**src/rtl/stepdir_decoder.sv**
```systemverilog
// stepdir_decoder: step/dir receiver.
// - Synchronises the asynchronous step/dir pins.
// - Counts a signed position from the accepted step edges.
// - Measures the clocks between the last two accepted steps.
// Optional input deglitch filter: define STEPDIR_DECODER_FILTER_EN.
module stepdir_decoder #(
  parameter int unsigned TIMEOUT    = 5000000,
  parameter int unsigned FILTER_LEN = 3
) (
  input  logic        clk,
  input  logic        rst_n,
  input  logic        enable,
  input  logic        pos_clear,
  input  logic        step,
  input  logic        dir,
  output logic [31:0] position,
  output logic [31:0] period,
  output logic        moving,
  output logic        dir_last,
  output logic        step_strobe
);

  localparam logic [31:0] TO = 32'(TIMEOUT);

  typedef enum logic {STOPPED = 1'b0, RUNNING = 1'b1} state_t;

  // bit 0 = step, bit 1 = dir; both share one pipeline so their relative timing is kept
  logic [1:0] sync1, sync2, cond;
  logic       step_d;
  logic       rise, accept;

  state_t      state, state_nxt;
  logic [31:0] cnt, cnt_nxt, period_nxt;

  // two-flop synchroniser for the asynchronous pins
  always_ff @(posedge clk or negedge rst_n) begin
    if (!rst_n) begin
      sync1 <= '0;
      sync2 <= '0;
    end else begin
      sync1 <= {dir, step};
      sync2 <= sync1;
    end
  end

`ifdef STEPDIR_DECODER_FILTER_EN
  logic [1:0][7:0] flt_cnt;
  logic [1:0]      flt_q;

  // per-signal deglitch: adopt the new level only after FILTER_LEN consecutive differing clocks
  always_ff @(posedge clk or negedge rst_n) begin
    if (!rst_n) begin
      flt_cnt <= '0;
      flt_q   <= '0;
    end else begin
      for (int i = 0; i < 2; i++) begin
        if (sync2[i] == flt_q[i]) begin
          flt_cnt[i] <= '0;
        end else if (flt_cnt[i] == 8'(FILTER_LEN - 1)) begin
          flt_q[i]   <= sync2[i];
          flt_cnt[i] <= '0;
        end else begin
          flt_cnt[i] <= flt_cnt[i] + 8'd1;
        end
      end
    end
  end

  assign cond = flt_q;
`else
  assign cond = sync2;
`endif

  // The edge detector keeps tracking while disabled, so a level already high
  // when enable rises is not mistaken for a new step.
  always_ff @(posedge clk or negedge rst_n) begin
    if (!rst_n) step_d <= 1'b0;
    else        step_d <= cond[0];
  end

  assign rise   = cond[0] & ~step_d;
  assign accept = rise & enable;

  // position accumulator; clear takes priority over a coincident step
  always_ff @(posedge clk or negedge rst_n) begin
    if (!rst_n)         position <= '0;
    else if (pos_clear) position <= '0;
    else if (accept)    position <= cond[1] ? position + 32'd1 : position - 32'd1;
  end

  // per-step side outputs: direction latch and one-cycle strobe
  always_ff @(posedge clk or negedge rst_n) begin
    if (!rst_n) begin
      dir_last    <= 1'b0;
      step_strobe <= 1'b0;
    end else begin
      step_strobe <= accept;
      if (accept) dir_last <= cond[1];
    end
  end

  // period FSM state register
  always_ff @(posedge clk or negedge rst_n) begin
    if (!rst_n) begin
      state  <= STOPPED;
      cnt    <= '0;
      period <= '0;
    end else begin
      state  <= state_nxt;
      cnt    <= cnt_nxt;
      period <= period_nxt;
    end
  end

  // period FSM next state: a step arriving on the timeout cycle wins over the timeout
  always_comb begin
    state_nxt  = state;
    cnt_nxt    = cnt;
    period_nxt = period;
    if (!enable) begin
      state_nxt  = STOPPED;
      cnt_nxt    = '0;
      period_nxt = '0;
    end else begin
      case (state)
        STOPPED: begin
          if (accept) begin
            state_nxt = RUNNING;
            cnt_nxt   = '0;
          end
        end
        RUNNING: begin
          if (accept) begin
            period_nxt = cnt + 32'd1;
            cnt_nxt    = '0;
          end else if (cnt + 32'd1 == TO) begin
            state_nxt  = STOPPED;
            period_nxt = '0;
            cnt_nxt    = TO;
          end else begin
            cnt_nxt = cnt + 32'd1;
          end
        end
        default: state_nxt = STOPPED;
      endcase
    end
  end

  assign moving = (state == RUNNING);

endmodule

```
**config.mk**
```make
export PLATFORM = sky130hd
export DESIGN_NAME = stepdir_decoder
export DESIGN_NICKNAME = d
export VERILOG_FILES = /design/src/rtl/stepdir_decoder.sv
export SDC_FILE = /design/constraint.sdc
export NUM_CORES = 1
export LEC_CHECK = 0
export CAP_MARGIN = 20
export CORE_MARGIN = 10
export CORE_UTILIZATION = 49
export CTS_CLUSTER_DIAMETER = 50
export DETAILED_ROUTE_END_ITERATION = 7
export GPL_TIMING_DRIVEN = 0
export PLACE_DENSITY_LB_ADDON = 0.15
export SETUP_SLACK_MARGIN = 0.3
export SLEW_MARGIN = 20
export SYNTH_ARGS = -nofsm -noshare
export SYNTH_HDL_FRONTEND = slang
export SYNTH_SLANG_ARGS = --single-unit
```
**constraint.sdc**
```tcl
create_clock -name clk -period 4.61 [get_ports clk]
set_input_delay 0.6915 -clock clk [delete_from_list [all_inputs] [get_ports clk]]
set_output_delay 0.6915 -clock clk [all_outputs]
set_load 0.01 [all_outputs]
```
==> impl_metrics.tcl <==
set metrics [dict create \
    status "finished clean" \
    drc_errors 0 \
    wire_per_inst_microns 18.1 \
    drive_above_1_share_pct 6.00 \
    cts-buffers-inserted 9 \
    hold_class "in -> async" \
    yosysSeqAreaShare_pct 38.4 \
    slew_viol_final 0 \
    ys_seq_elements 104 \
    via_count 6179 \
    critical-path-max-stage-delay_ns 0.54 \
    clk_pin_slew_ns 0.07 \
    ant_nets 0 \
    antenna_found_initial 0 \
    ys_top_cells_by_area "dfrtp_1, nand2_1, ha_1, xnor2_1, o21ai_0" \
    cts_tree "built" \
    boundaryPins 73 \
    area_growth_pct 19.0 \
    gp_congestion 0.898 \
    yosysWarnings 0 \
    syn_area_sq_um 6770 \
    sequentialPowerShare_pct 48.1 \
    cp_slowest_cell "dfrtp_1" \
    placementRows 42 \
    p_int_mw 1.42 \
    setup_viol 0 \
    critPathTopFamily "compound AO/OA/AOI/OAI gates" \
    holdBufCountCts 0 \
    die_w_microns 138 \
    rrSetupSlack_ns 0.76 \
    cp_num_buf_inv 2 \
    peakVddDrop_uv 167 \
    grt_pass1_vias 6112 \
    cts_max_path_buffers 2 \
    power_density_nw_per_um2 244 \
    p_leak_nw 3.33 \
    synth_top_area_share_pct 38.4 \
    design.die.area_sq_um 18900 \
    power_mw 1.96 \
    synthArstFlopShare_pct 100 \
    cpMostUsedCell "o21ai_0" \
    fmax_mhz 260 \
    synth_area_per_cell_sq_um 8.56 \
    relSlewSlack_pct 53.3 \
    grt_use_total_pct 20.8 \
    initialDrtViolationCount 499 \
    clkPwrFrac_pct 37.5 \
    grt_max_degree 55 \
    synth_cells 791 \
    n_antenna_cell 0 \
    worst_pin_slew_ns 0.701 \
    combPwrFrac_pct 14.3 \
    cap_violations 0 \
    cts_root_buf "clkbuf_16" \
    rsz0062_at_grt "no" \
    crit_required_ns 4.85 \
    via_per_inst 5.83 \
    critPathLaunchType "flop" \
    reg2reg_depth 12 \
    switching_share_pct 28.0 \
    synth_cell_types 61 \
    fp.coreArea_sq_um 13400 \
    num-nets-final 918 \
    cp_max_fo 14 \
    fin_tns_setup_ns 0 \
    placement.cell_area_sq_um 7740 \
    drt_pass1_iterations 5 \
    die_h_microns 138 \
    htree_num_levels 3 \
    power.switching_uw 550 \
    portBuffers 72 \
    final_util_pct 60.1 \
    clock_sinks 104 \
    final_cell_mix "nand2_1, dfrtp_1, clkdlybuf4s50_1" \
    clk_latency_ns 0.36 \
    r2r_end "position[31]" \
    finClkSkew_ns 0.00619 \
    wl_mm 19.2 \
    setup.worst_path.end_class "flop" \
    cp.arrival_ns 4.09 \
    design_area_sq_um 8060 \
    synth.net_count 830 \
    start_util_pct 50.5 \
    fin_crit_sh_pct 83.5 \
    crit_type "reg -> reg" \
    hold_violations 0 \
    synthFlopType "dfrtp_1" \
    crit_chain "clkinvlp_4 -> buf_4 -> ha_1 -> o21ai_0 -> o21ai_0 -> nand3_1 -> a211oi_1 -> o21ai_0 -> o2111ai_1 -> and3_1 -> o21a_1 -> mux2_2" \
    post-dp-hpwl_mm 14.3 \
    grt_pass1_wl_mm 31.6 \
    r2r_start "cond[1]" \
    layout_commonest_cell "nand2_1" \
    finalCriticalPeriod_ns 3.85 \
    synth_largest_area_cell "dfrtp_1" \
    overflow 0 \
    synth_edf_count 0 \
]
area by class of cell:
class	instances	area, sq um
buffer	49	210
clock buffer	11	243
clock inverter	5	32.5
fill	1196	5340
inverter	20	78.8
multi-input combinational	618	3890
sequential	104	2600
tap	176	220
timing repair buffer	76	772
timing repair inverter	1	7.51
logic make-up after synthesis:
group	synth area share, %
XOR/XNOR	9.19
adder cells (fa/ha/maj)	6.21
multiplexers	1.07
AO/OA/AOI/OAI	17.4
buffers and inverters	4.21
flip-flops	38.4
AND/OR/NAND/NOR	23.5
layer usage:
| metal | track usage [%] | vias to the layer above | wire [microns] |
|---|---|---|---|
| met5 | 0 | - | 0 |
| met4 | 7.61 | 0 | 418 |
| li1 | - | 3000 | - |
| met2 | 36.8 | 143 | 9860 |
| met3 | 2.77 | 28 | 777 |
| met1 | 25.2 | 3008 | 8140 |
what timing repair did:
| item | 4_1_cts | 5_1_grt |
|---|---|---|
| resized for setup | 1 | 2 |
| setup buffers | 0 | 3 |
| endpoints found under the setup margin | 2 | 5 |
| cloned | 1 | 0 |
power by group through the flow:
stage	clock network, mW	logic (mW)	registers (mW)
final	0.738	0.282	0.945
after global routing	0.785	0.315	0.947
after CTS	0.748	0.280	0.945
after detailed placement	0	0.278	0.963
after global placement	0	0.269	0.962
after floorplan	0	0.164	0.966
Yosys cell counts, types with 4 or more instances:
| master | number |
|---|---|
| buf_2 | 12 |
| a21o_1 | 12 |
| nor2b_1 | 7 |
| nand4_1 | 21 |
| o211ai_1 | 4 |
| o21ai_0 | 59 |
| nand2b_1 | 4 |
| a31oi_1 | 6 |
| xnor2_1 | 40 |
| a211oi_1 | 8 |
| o21ai_1 | 6 |
| ha_1 | 32 |
| nand2_1 | 108 |
| inv_1 | 20 |
| a21boi_0 | 4 |
| a21oi_1 | 54 |
| dfrtp_1 | 104 |
| or3_1 | 9 |
| nor2_1 | 60 |
| and3_1 | 14 |
| nor4_1 | 13 |
| nand3_1 | 34 |
| and4_1 | 7 |
| nor3_1 | 15 |
| xor2_1 | 31 |
| o21bai_1 | 5 |
| clkbuf_1 | 29 |
| o31ai_1 | 5 |
| o21a_1 | 5 |
| buf_1 | 5 |
| mux2i_1 | 5 |
state kept, by name (all words and copies together) (netlist names):
register and flops:
cond 2, sync1 2, dir_last 1, period 32, position 32, moving 1, step_d 1, step_strobe 1
cnt 32
worst max path at each step:
stage / slack [ns] / from / end / depth (start not counted)
2_1_floorplan: 1.18 / cond[1] / position[28] / 11
3_3_place_gp: -1.17 / rst_n / cnt[26] / 1
3_5_place_dp: 0.16 / cond[1] / position[28] / 11
4_1_cts: 0.46 / cond[1] / position[28] / 11
5_1_grt: 0.42 / cond[1] / position[31] / 12
6_report: 0.76 / cond[1] / position[31] / 12
per-stage QoR:
stage | hold WS, ns | instances | worst slack, ns
finish | 0.285 | 1060 | 0.762
global route | 0.327 | 1060 | 0.422
CTS | 0.310 | 1057 | 0.458
detailed placement | 0.344 | 1040 | 0.163
global placement | 0.347 | 1039 | -1.17
floorplan | 0.331 | 791 | 1.18
Note: power is estimated with default switching activity, not from simulation.
